--- src/rtl/firebird7_in_gate1_tessent_data_mux_ctrl.sv ---
// Controller that hands a WIDTH-bit data mux over to IJTAG.
// The host writes a small TDR that holds a test-ownership request and the test data word.
// The block requests a hold from the functional logic and waits for the acknowledge.
// Settle delays are applied before and after the mux select changes.
// All state changes occur on the rising edge of ijtag_tck.
module firebird7_in_gate1_tessent_data_mux_ctrl #(
    parameter int WIDTH   = 3,
    parameter int SETTLE  = 4,
    parameter int TIMEOUT = 64
) (
    input  logic             ijtag_tck,
    input  logic             ijtag_reset,
    input  logic             ijtag_sel,
    input  logic             ijtag_ce,
    input  logic             ijtag_se,
    input  logic             ijtag_ue,
    input  logic             ijtag_si,
    output logic             ijtag_so,
    input  logic             func_hold_ack,
    output logic             func_hold_req,
    output logic             ijtag_select,
    output logic [WIDTH-1:0] ijtag_data_out,
    output logic             hold_error
);

    // The counter must hold the larger of the two reload values.
    // It is at least one bit wide so that degenerate parameters still elaborate.
    localparam int MAX_CNT = (SETTLE > TIMEOUT) ? SETTLE : TIMEOUT;
    localparam int CNT_W   = (MAX_CNT > 1) ? $clog2(MAX_CNT) : 1;
    localparam logic [CNT_W-1:0] SETTLE_LOAD  = CNT_W'(SETTLE - 1);
    localparam logic [CNT_W-1:0] TIMEOUT_LOAD = CNT_W'(TIMEOUT - 1);

    typedef enum logic [2:0] {
        ST_FUNC,
        ST_HOLD,
        ST_SETTLE_IN,
        ST_TEST,
        ST_SETTLE_OUT
    } state_t;

    state_t            r_state;
    logic [WIDTH+1:0]  r_sr;
    logic              r_upd_req;
    logic [WIDTH-1:0]  r_upd_data;
    logic              r_hold_error;
    logic [CNT_W-1:0]  r_cnt;
    logic              r_select;
    logic              r_hold_req;

    logic w_capture;
    logic w_shift;
    logic w_update;
    logic w_cnt_zero;
    logic w_err_set;
    logic w_err_clr;

    // TDR operations are mutually exclusive: capture beats shift, and shift beats update.
    assign w_capture  = ijtag_sel & ijtag_ce;
    assign w_shift    = ijtag_sel & ijtag_se & ~ijtag_ce;
    assign w_update   = ijtag_sel & ijtag_ue & ~ijtag_ce & ~ijtag_se;
    assign w_cnt_zero = (r_cnt == '0);

    // The handshake is broken in three cases:
    //   - the hold times out;
    //   - the acknowledge drops while settling in;
    //   - the acknowledge drops while in TEST.
    assign w_err_set = ((r_state == ST_HOLD) & r_upd_req & ~func_hold_ack & w_cnt_zero) |
                       ((r_state == ST_SETTLE_IN) & ~func_hold_ack) |
                       ((r_state == ST_TEST) & ~func_hold_ack);
    assign w_err_clr = w_update & r_sr[WIDTH+1];

    assign ijtag_so       = r_sr[0];
    assign ijtag_data_out = r_upd_data;
    assign ijtag_select   = r_select;
    assign func_hold_req  = r_hold_req;
    assign hold_error     = r_hold_error;

    // Test data register: capture status, shift toward scan out, update the request and data.
    always_ff @(posedge ijtag_tck) begin
        if (ijtag_reset) begin
            r_sr       <= '0;
            r_upd_req  <= 1'b0;
            r_upd_data <= '0;
        end else if (w_capture) begin
            r_sr <= {r_hold_error, (r_state == ST_TEST), r_upd_data};
        end else if (w_shift) begin
            r_sr <= {ijtag_si, r_sr[WIDTH+1:1]};
        end else if (w_update) begin
            r_upd_req  <= r_sr[WIDTH];
            r_upd_data <= r_sr[WIDTH-1:0];
        end
    end

    // Sticky handshake error flag; a new failure outranks a host clear in the same cycle.
    always_ff @(posedge ijtag_tck) begin
        if (ijtag_reset) begin
            r_hold_error <= 1'b0;
        end else if (w_err_set) begin
            r_hold_error <= 1'b1;
        end else if (w_err_clr) begin
            r_hold_error <= 1'b0;
        end
    end

    // Ownership sequencer.
    // Select and hold_req are registered alongside the state, so they always decode the current state.
    always_ff @(posedge ijtag_tck) begin
        if (ijtag_reset) begin
            r_state    <= ST_FUNC;
            r_cnt      <= '0;
            r_select   <= 1'b0;
            r_hold_req <= 1'b0;
        end else begin
            case (r_state)
                ST_FUNC: begin
                    if (r_upd_req) begin
                        r_state    <= ST_HOLD;
                        r_cnt      <= TIMEOUT_LOAD;
                        r_hold_req <= 1'b1;
                        r_select   <= 1'b0;
                    end
                end
                ST_HOLD: begin
                    if (!r_upd_req) begin
                        r_state    <= ST_FUNC;
                        r_hold_req <= 1'b0;
                        r_select   <= 1'b0;
                    end else if (func_hold_ack) begin
                        r_state    <= ST_SETTLE_IN;
                        r_cnt      <= SETTLE_LOAD;
                        r_hold_req <= 1'b1;
                        r_select   <= 1'b0;
                    end else if (w_cnt_zero) begin
                        r_state    <= ST_FUNC;
                        r_hold_req <= 1'b0;
                        r_select   <= 1'b0;
                    end else begin
                        r_cnt <= r_cnt - CNT_W'(1);
                    end
                end
                ST_SETTLE_IN: begin
                    if (!func_hold_ack) begin
                        r_state    <= ST_FUNC;
                        r_hold_req <= 1'b0;
                        r_select   <= 1'b0;
                    end else if (w_cnt_zero) begin
                        r_state    <= ST_TEST;
                        r_hold_req <= 1'b1;
                        r_select   <= 1'b1;
                    end else begin
                        r_cnt <= r_cnt - CNT_W'(1);
                    end
                end
                ST_TEST: begin
                    // A dropped acknowledge is reported through the error flag only.
                    // The block stays in TEST until the host releases it.
                    if (!r_upd_req) begin
                        r_state    <= ST_SETTLE_OUT;
                        r_cnt      <= SETTLE_LOAD;
                        r_hold_req <= 1'b1;
                        r_select   <= 1'b0;
                    end
                end
                ST_SETTLE_OUT: begin
                    // A new request is deliberately ignored until FUNC is reached.
                    if (w_cnt_zero) begin
                        r_state    <= ST_FUNC;
                        r_hold_req <= 1'b0;
                        r_select   <= 1'b0;
                    end else begin
                        r_cnt <= r_cnt - CNT_W'(1);
                    end
                end
                default: begin
                    r_state    <= ST_FUNC;
                    r_hold_req <= 1'b0;
                    r_select   <= 1'b0;
                end
            endcase
        end
    end

endmodule

--- config.mk ---
export PLATFORM = sky130hd
export DESIGN_NAME = firebird7_in_gate1_tessent_data_mux_ctrl
export DESIGN_NICKNAME = d
export VERILOG_FILES = /design/src/rtl/firebird7_in_gate1_tessent_data_mux_ctrl.sv
export SDC_FILE = /design/constraint.sdc
export NUM_CORES = 1
export LEC_CHECK = 0
export CAP_MARGIN = 20
export CORE_MARGIN = 2
export CORE_UTILIZATION = 25
export CTS_CLUSTER_SIZE = 16
export DETAILED_ROUTE_END_ITERATION = 8
export HOLD_SLACK_MARGIN = 0.03
export PLACE_DENSITY = 0.47
export SYNTH_ARGS = -nofsm -noshare
export SYNTH_HDL_FRONTEND = slang
export SYNTH_SLANG_ARGS = --single-unit
export TNS_END_PERCENT = 50
--- constraint.sdc ---
create_clock -name ijtag_tck -period 1.4 [get_ports ijtag_tck]
set_input_delay 0.28 -clock ijtag_tck [delete_from_list [all_inputs] [get_ports ijtag_tck]]
set_output_delay 0.28 -clock ijtag_tck [all_outputs]
set_load 0.05 [all_outputs]
==> reports/results.ini <==
[global_routing]
grt_pass1_wl_mm = 7.18
grt_max_degree = 12
gr-usage-all-layers_pct = 14.3
grt_pass1_vias = 1541
grt-ovfl-total = 0
antenna_found_initial = 0

[floorplanning]
die_h_um = 78.7
start_util_pct = 25.6
io_pins = 15
rows = 27
design.die.area_um2 = 6190
die_w_um = 78.7
core_region_area_um2 = 5440

[power]
p_leak_nw = 0.847
ir_drop_uv = 491
p_per_area_nw_per_um2 = 554

[sta]
worst_pin_slew_ns = 0.313
max_slew_margin_pct = 79.0
slew_violations = 0
rsz0062_at_grt = true
setup_viol = 8
timing.final.ws_setup_ns = -0.0708
fmax_mhz = 680
timing.final.crit_share_pct = 105
finalHoldViolations = 0
worst_clock_skew_ns = 0.00218
fin_crit_ns = 1.47

[critical_path]
crit_required_ns = 1.58
r2r_end = r_cnt[0]$_SDFFE_PP0P_
end_kind = register
worst_setup_path_start_kind = register
reg2reg_slack_ns = -0.07
crit_fanout = 6
r2r-start = r_state[1]$_SDFFE_PP0P_
cp_data_arrival_time_ns = 1.66
worstRegToRegCells = 6
critical_path_class = register to register

[synth]
yosysUniqueCellTypes = 55
synth.net_count = 176
async_reset_ff_share_pct = 0
synth_cells = 166
synth_ff_type = dfxtp_1
synth_edf_count = 0
seq_area_frac_synth_pct = 30.1
syn_area_um2 = 1400
yosysWarnings = 0
syn_avg_cell_area_um2 = 8.40
ys_ff_latch = 21

[route]
firstDrtPassIters = 4
drc = 0
vias = 1487
wl_met3_um = 162
route.met2.wl_mm = 2.02
first_iter_violations = 86
met1Wirelength_mm = 1.94
ant_nets = 0
via_per_inst = 5.02
wirelength_mm = 4.20
routedWlPerCell_um = 14.2
top_layer_used = met4

[place]
dp_cells = 282
portBuffers = 14
place_congestion = 0.798
hpwl_mm = 2.88

[cts]
numCtsBuffers = 3
insertion_delay_ns = 0.27
h-tree-depth = 1
clock-root-buffer = clkbuf_8
clockBufferDepth = 2
cts.sinks = 21
cts_tree = yes
cts.clk_slew.worst_paths_ns = 0.08

[hold_path]
holdPathStages = 2
hold_path_class = register to register
hp-start = r_sr[3]$_SDFFE_PP0P_
hold_path_end = r_sr[3]$_SDFFE_PP0P_

[run_status]
outcome = finished, violations left
violations = negative setup slack

[cells_and_area]
syn_to_final_growth_pct = 60.4
n_antenna_cell = 0
final_nets = 235
post-route-util_pct = 41.2
layout-drive-gt1-share_pct = 44.6
instances_no_fill = 296

[flow_run]
drv_cap = 0

-- through the flow --
stage          hold slack (ns)  setup WS (ns)  instance area (µm²)  setup TNS [ns]  total power, mW
6_report                 0.500        -0.0708                 2240          -0.314             1.24
3_5_place_dp             0.489         -0.412                 1940           -4.46            0.814
3_3_place_gp             0.480         -0.369                 1940           -4.12            0.814
2_1_floorplan            0.376         0.0239                 1400               0            0.721
4_1_cts                  0.504        -0.0332                 2120          -0.151             1.24
5_1_grt                  0.544         -0.107                 2240          -0.896             1.29
-- worst max-delay path, cell delays in order, from the launching register on --
cell,delay [ns]
dfxtp_2,0.34
buf_6,0.13
o21a_1,0.20
buf_4,0.13
a31oi_2,0.20
o21ai_1,0.12
a221oi_2,0.26
-- registers in the layout (all words and copies together), names as in the netlist --
register and flops:
r_cnt 6, ijtag_data_out 3, ijtag_select 1, r_state 3, hold_error 1, r_sr 5
r_upd_req 1, func_hold_req 1
-- synthesized netlist by cell type, types with 3 or more instances --
cell type	n	area share [%]
nand2_1	10	2.7
buf_2	4	1.4
mux2i_1	4	2.9
dfxtp_1	21	30
o2bb2ai_1	3	1.9
a21oi_1	4	1.4
nor3_1	3	1.1
o211ai_1	5	2.7
o22ai_1	5	2.2
o21ai_1	3	1.1
nand2b_1	6	2.7
a31oi_1	5	2.2
nor2_1	17	4.6
a211oi_1	10	5.4
o21a_1	3	1.6
o21ai_0	4	1.4
inv_1	8	2.2
nor2b_1	3	1.3
-- logic make-up (layout without fill, tap and decap cells) --
| group | count (synthesis) | in the layout | share of synthesized area (%) |
|---|---|---|---|
| AND/OR/NAND/NOR | 59 | 59 | 24.7 |
| AO/OA/AOI/OAI | 59 | 59 | 32.6 |
| flip-flops | 21 | 21 | 30.1 |
| XOR/XNOR | 1 | 1 | 0.628 |
| multiplexers | 4 | 4 | 2.87 |
| buffers and inverters | 20 | 78 | 7.35 |
| adder cells (fa/ha/maj) | 2 | 2 | 1.79 |
-- placed cells by master, fill, tap and decap left out, drive strengths merged, types with 2 or more instances in the layout --
| master | n |
|---|---|
| nor4bb | 2 |
| inv | 9 |
| a211oi | 11 |
| o21ai | 7 |
| a21oi | 4 |
| a31oi | 5 |
| buf | 58 |
| a21boi | 2 |
| clkdlybuf4s50 | 6 |
| o22ai | 5 |
| nor2b | 4 |
| o211ai | 5 |
| dfxtp | 21 |
| o2bb2ai | 3 |
| mux2i | 4 |
| nand4 | 2 |
| nor3 | 4 |
| clkbuf | 4 |
| nand2b | 6 |
| ha | 2 |
| nor2 | 19 |
| a211o | 2 |
| or3 | 2 |
| nand2 | 10 |
| a311oi | 2 |
| nor3b | 3 |
| o21a | 3 |
| a22oi | 2 |
-- worst max path at each step --
stage                             from  slack, ns  depth (start not counted)                    endpoint
2_1_floorplan    r_cnt[0]$_SDFFE_PP0P_       0.02                          6  func_hold_req$_SDFFE_PP0P_
3_3_place_gp             func_hold_ack      -0.37                          5       r_cnt[5]$_SDFFE_PP0P_
3_5_place_dp             func_hold_ack      -0.41                          5       r_cnt[4]$_SDFFE_PP0P_
4_1_cts        r_state[1]$_SDFFE_PP0P_      -0.03                          6       r_cnt[3]$_SDFFE_PP0P_
5_1_grt        r_state[1]$_SDFFE_PP0P_      -0.11                          5       r_cnt[0]$_SDFFE_PP0P_
6_report       r_state[1]$_SDFFE_PP0P_      -0.07                          6       r_cnt[0]$_SDFFE_PP0P_
-- final cells by class --
class                   instances  area, µm²
multi-input cells             125       1020
flip-flops and latches         21        430
inverters                       9       33.8
clock buffers                   4       45.0
repair buffers                 65        619
fillers                       541       3200
well taps                      72       90.1
-- report_power, final --
part | leakage, nW | switching [mW] | internal [mW]
registers | 0.174 | 0.0116 | 0.608
logic | 0.651 | 0.0959 | 0.0978
clock network | 0.0228 | 0.222 | 0.204
total | 0.847 | 0.330 | 0.909
-- per-layer routing --
layer  GRT usage [%]  vias to the layer above
met2            23.2                       33
met5               0                        -
met3            3.52                        8
li1                -                      740
met4            4.21                        0
met1            18.7                      706
-- what timing repair did --
item                       4_1_cts  5_1_grt
gates cloned                     1        0
setup endpoints to repair       10       11
setup buffers                    6        3
hold buffers                     0        0
resized for setup               22       19
pin swaps                       12       13
No activity file was read; power rests on OpenSTA's default activity.
